$ cat src/rtl/code_mem_arbiter_pkg.sv
// code_mem_arbiter_pkg: shared types for the code RAM arbiter.
// Exports the RAM slot owner encoding and the code read latency.
`ifndef IPR_WIDTH
`define IPR_WIDTH 16
`endif

package code_mem_arbiter_pkg;

    localparam int CODE_RD_LATENCY = 1;

    typedef enum logic [1:0] {
        OWN_NONE,
        OWN_CPU,
        OWN_HOST_RD,
        OWN_HOST_WR
    } owner_e;

endpackage

$ cat src/rtl/code_mem_arbiter.sv
// code_mem_arbiter: shares one single-port sync code RAM between the
// core fetch port and a host port, with cycle stealing and freeze mode.
// Ports: sysclk/sysreset_n; cpu_code_addr/in/ready (fetch side);
// host_req/we/addr/wdata/gnt/rvalid/rdata (host side); freeze;
// mem_addr/we/wdata/rdata (RAM side); stall_count (denied CPU cycles).
module code_mem_arbiter
    import code_mem_arbiter_pkg::*;
#(
    parameter int IPR_WIDTH       = `IPR_WIDTH,
    parameter int CPU_MIN_SLOTS   = 4,
    parameter int STALL_CNT_WIDTH = 16
) (
    input  logic                       sysclk,
    input  logic                       sysreset_n,
    input  logic [IPR_WIDTH-1:0]       cpu_code_addr,
    output logic [15:0]                cpu_code_in,
    output logic                       cpu_code_ready,
    input  logic                       host_req,
    input  logic                       host_we,
    input  logic [IPR_WIDTH-1:0]       host_addr,
    input  logic [15:0]                host_wdata,
    output logic                       host_gnt,
    output logic                       host_rvalid,
    output logic [15:0]                host_rdata,
    input  logic                       freeze,
    output logic [IPR_WIDTH-1:0]       mem_addr,
    output logic                       mem_we,
    output logic [15:0]                mem_wdata,
    input  logic [15:0]                mem_rdata,
    output logic [STALL_CNT_WIDTH-1:0] stall_count
);

    localparam int CW = (CPU_MIN_SLOTS > 0) ?
                        $clog2(CPU_MIN_SLOTS + 1) : 1;
    localparam logic [CW-1:0] COOL_LOAD = CW'(CPU_MIN_SLOTS);

    logic [CW-1:0]              cool_q, cool_d;
    owner_e                     owner_q, owner_d;
    logic [STALL_CNT_WIDTH-1:0] stall_q, stall_d;
    logic                       cpu_slot;

    // Gated by reset so nothing reaches the RAM while held in reset.
    assign host_gnt = sysreset_n & host_req &
                      (freeze | (cool_q == '0));
    assign cpu_slot = ~host_gnt & ~freeze;

    assign mem_addr  = host_gnt ? host_addr : cpu_code_addr;
    assign mem_we    = host_gnt & host_we;
    assign mem_wdata = host_wdata;

    // One RAM cycle of read latency: the owner of slot N qualifies
    // the shared read data in N+1.
    assign cpu_code_ready = (owner_q == OWN_CPU);
    assign host_rvalid    = (owner_q == OWN_HOST_RD) &&
                            (CODE_RD_LATENCY == 1);
    assign cpu_code_in    = mem_rdata;
    assign host_rdata     = mem_rdata;
    assign stall_count    = stall_q;

    always_comb begin
        owner_d = OWN_CPU;
        if (host_gnt) begin
            owner_d = host_we ? OWN_HOST_WR : OWN_HOST_RD;
        end else if (freeze) begin
            owner_d = OWN_NONE;
        end
    end

    always_comb begin
        cool_d = cool_q;
        if (freeze) begin
            cool_d = '0;
        end else if (host_gnt) begin
            cool_d = COOL_LOAD;
        end else if (cool_q != '0) begin
            cool_d = cool_q - 1'b1;
        end
    end

    always_comb begin
        stall_d = stall_q;
        if (!cpu_slot && (stall_q != '1)) begin
            stall_d = stall_q + 1'b1;
        end
    end

    always_ff @(posedge sysclk or negedge sysreset_n) begin
        if (!sysreset_n) begin
            owner_q <= OWN_NONE;
            cool_q  <= '0;
            stall_q <= '0;
        end else begin
            owner_q <= owner_d;
            cool_q  <= cool_d;
            stall_q <= stall_d;
        end
    end

endmodule

$ cat config.mk
export PLATFORM = sky130hd
export DESIGN_NAME = code_mem_arbiter
export DESIGN_NICKNAME = d
export VERILOG_FILES = /design/src/rtl/code_mem_arbiter_pkg.sv /design/src/rtl/code_mem_arbiter.sv
export SDC_FILE = /design/constraint.sdc
export NUM_CORES = 1
export LEC_CHECK = 0
export ABC_AREA = 1
export CAP_MARGIN = 20
export CORE_UTILIZATION = 33
export CTS_CLUSTER_SIZE = 20
export DETAILED_ROUTE_END_ITERATION = 10
export PLACE_DENSITY_LB_ADDON = 0.2
export SETUP_SLACK_MARGIN = 0.4
export SLEW_MARGIN = 20
export SYNTH_ARGS = -nofsm -noshare
export SYNTH_HDL_FRONTEND = slang
export SYNTH_SLANG_ARGS = --single-unit
$ cat constraint.sdc
create_clock -name sysclk -period 1.9 [get_ports sysclk]
set_input_delay 0.38 -clock sysclk [delete_from_list [all_inputs] [get_ports sysclk]]
set_output_delay 0.38 -clock sysclk [all_outputs]
set_load 0.02 [all_outputs]
==> metrics.txt, run 1 <==
Starting DRT DRC Count=between 50 and 60; Core ar.=5205 sq um; Worst Hold Class=input pin to asynchronous set/reset pin; synth top area cells=dfrtp_1, nand2_1, buf_4; CP most frequent cell=nand2_4; element type at the critical path end=output pin; first-pass GRT wire length=approximately 8500 um; total track usage=0.1819; CTS root buf=clkbuf_8; # setup viols final=12; routability congestion estimate=0.7885; Residual DRC=0; vias in the first global route=1775; Largest delay share family, worst path=buffers and inverters; CTS Buf Count=3; die width=76.30 um; Yosys top cell area share=0.2885; P&R area growth vs syn=67.86%; Yosys top cell by area=dfrtp_1; DR vias/cell=roughly 4.5; Post-Synth Adder-Cell Area=0.02060; number of nets in the layout=about 400; count of final max-slew check failures=0; full die area=5822 sq um; most common cell after layout, fill and taps aside=nand2_1; multiplexer share of the synthesized area=0; Worst-Margin Slew=0.4943 ns; FF+latch count, synth=21; PwrDens=794.1 nW/um^2; Routed wire per std cell=~13 um; Antenna Nets Post-Route=0; Fin. Hold Viols=0; row count=26; status=finished with violations; Mapped Cells=276; setup ws final=-0.04472 ns; critical path data arrival time=~1.6 ns; CTS tree=yes; Mapped Area=1822 sq um; syn_nets=348; failing checks=negative setup slack; Seq/Total Area, Yosys=0.2885; clock-pin slew on the worst setup and hold paths=0.08 ns; post-synthesis compound-gate area fraction=0.02953; Max IR drop VDD=0.6271 mV; Crit Path Category=flip-flop to output pin; Ys Warns=0; layout cell share with drive strength beyond 1=0.4290; xor and xnor fraction of the mapped netlist area=0.04327; Pleak=~1.4 nW; IO Count=153; Tcrit/Tclk final=1.024; largest net degree at the start of global routing=22; # port buffers=72; initial antenna violation count=0; Max Fclk=0.5142 GHz; global route total overflow=0; Critical Path, Cell by Cell=inv_2 > ha_4 > nand2_4 > nand2_4 > nand2_8 > buf_12 > buf_12 > nand2_4 > nand2_4 > buf_6; clk buf depth=2; Max FO, Critical Path=5; pre-CTS WS=-0.5095 ns; most frequent cells in the layout=nand2_1, nand2_2, clkdlybuf4s50_1; RSZ-0062 raised after global routing=yes; drt pass-1 iters=4; largest family of logic cells by synthesized area=simple AND/OR/NAND/NOR gates; Yosys cell types=23; crit path max-delay cell type=dfrtp_1; max_slew headroom=0.6692; post-DP HPWL=3475 um; Avg Cell Area, Syn=between 6 and 7 sq um; via count=1786; CP startpoint kind=flip-flop; n_diodes=0; simple-gate share of the synthesized area=0.3558; detailed-route wire length=between 5000 and 6000 um; max-cap violation count=0; Worst path max stage delay=0.37 ns; CTS Sinks=21; initial core utilization=0.3500; crit path buf inv count=4; Final TNS setup=-0.2551 ns; H-tree lvl count=1; Worst-Skew Late Latency=roughly 0.26 ns; CP required=1.52 ns; Tmin final=1.945 ns; Max Clock Skew=0.005727 ns; Vert. Die Dim=76.30 um
cells by family (layout without fill, tap and decap cells):
group,after synthesis,after routing
AOI/OAI and AO/OA,8,8
xor gates and xnor gates,9,9
adders and majority gates,3,3
buffers and inverters,74,129
DFF,21,21
and+or+nand+nor,161,161
power breakdown:
group          leakage [nW]  internal (mW)  switching [mW]
logic                  1.15          0.766           0.718
clock network        0.0228          0.149           0.142
registers             0.274          0.537           0.117
total                  1.45           1.45           0.977
final timing paths:
check / startpoint / cells after the start / slack [ns] / end
min: sysreset_n / 2 / 0.29 / stall_count[2]$_DFFE_PN0P_
max in group asynchronous: sysreset_n / 2 / 1.37 / stall_count[10]$_DFFE_PN0P_
min reg2reg: stall_count[14]$_DFFE_PN0P_ / 2 / 0.56 / stall_count[14]$_DFFE_PN0P_
max reg2reg: cool_q[0]$_DFFE_PN0P_ / 14 / 0.07 / stall_count[5]$_DFFE_PN0P_
min in group sysclk: freeze / 3 / 0.51 / cool_q[2]$_DFFE_PN0P_
max: cool_q[0]$_DFFE_PN0P_ / 10 / -0.04 / mem_addr[11]
timing repair:
item | 4_1_cts | 5_1_grt
setup endpoints to repair | 54 | 45
hold buffers | 0 | 0
buffers inserted | 12 | 4
gates resized for setup | 187 | 48
endpoints found under the hold margin | 0 | 0
cloned | 4 | 0
pin swaps | 10 | 4
area by class of cell:
class | count | area, sq um
Timing Repair Buffer | 103 | 1080
Tap cell | 70 | 87.58
Fill cell | 487 | 2147
Sequential cell | 21 | 531.8
Timing Repair inverter | 1 | 11.26
Clock buffer | 4 | 45.04
Inverter | 21 | 112.6
Multi-Input combinational cell | 181 | 1190
cell usage after synthesis (all sizes together):
library cell,n
inv,19
clkinv,2
a21oi,1
clkbuf,1
nand2,125
nand3,8
o31ai,1
ha,3
nand3b,1
nor2,21
o21ai,6
nand4,6
xnor2,7
xor2,2
dfrtp,21
buf,52
layer usage:
metal / track usage / wire length, um
met1: 0.2236 / 2159
met2: 0.3180 / 2700
met3: 0.02994 / 238
met4: 0.06538 / 144
met5: 0 / 0
flip-flops by register name, indices dropped and copies added (netlist names):
| register | cells |
|---|---|
| stall_count | 16 |
| cool_q | 3 |
| owner_q | 2 |
metrics by stage:
step / cells / total power [mW] / utilization / cell area (sq um) / hold slack (ns)
detailed placement: 377 / 1.765 / 0.4791 / 2494 / 0.5420
global route: 401 / 2.590 / 0.5875 / 3058 / 0.3119
floorplan: 276 / 1.444 / - / 2004 / 0.08441
finish: 401 / 2.428 / 0.5875 / 3058 / 0.2879
CTS: 397 / 2.320 / 0.5563 / 2895 / 0.2997
global placement: 377 / 1.751 / 0.4791 / 2494 / 0.5279
No activity file was read; power rests on OpenSTA's default activity.
==> run 2, diff against run 1 <==
--- a/config.mk
+++ b/config.mk
@@ -10,6 +10,7 @@
 export CORE_UTILIZATION = 33
 export CTS_CLUSTER_SIZE = 20
 export DETAILED_ROUTE_END_ITERATION = 10
+export GPL_ROUTABILITY_DRIVEN = 0
 export PLACE_DENSITY_LB_ADDON = 0.2
 export SETUP_SLACK_MARGIN = 0.4
 export SLEW_MARGIN = 20
==> results of run 2 <==
No change in the layout: final DEF, timing and power equal those of run 1.
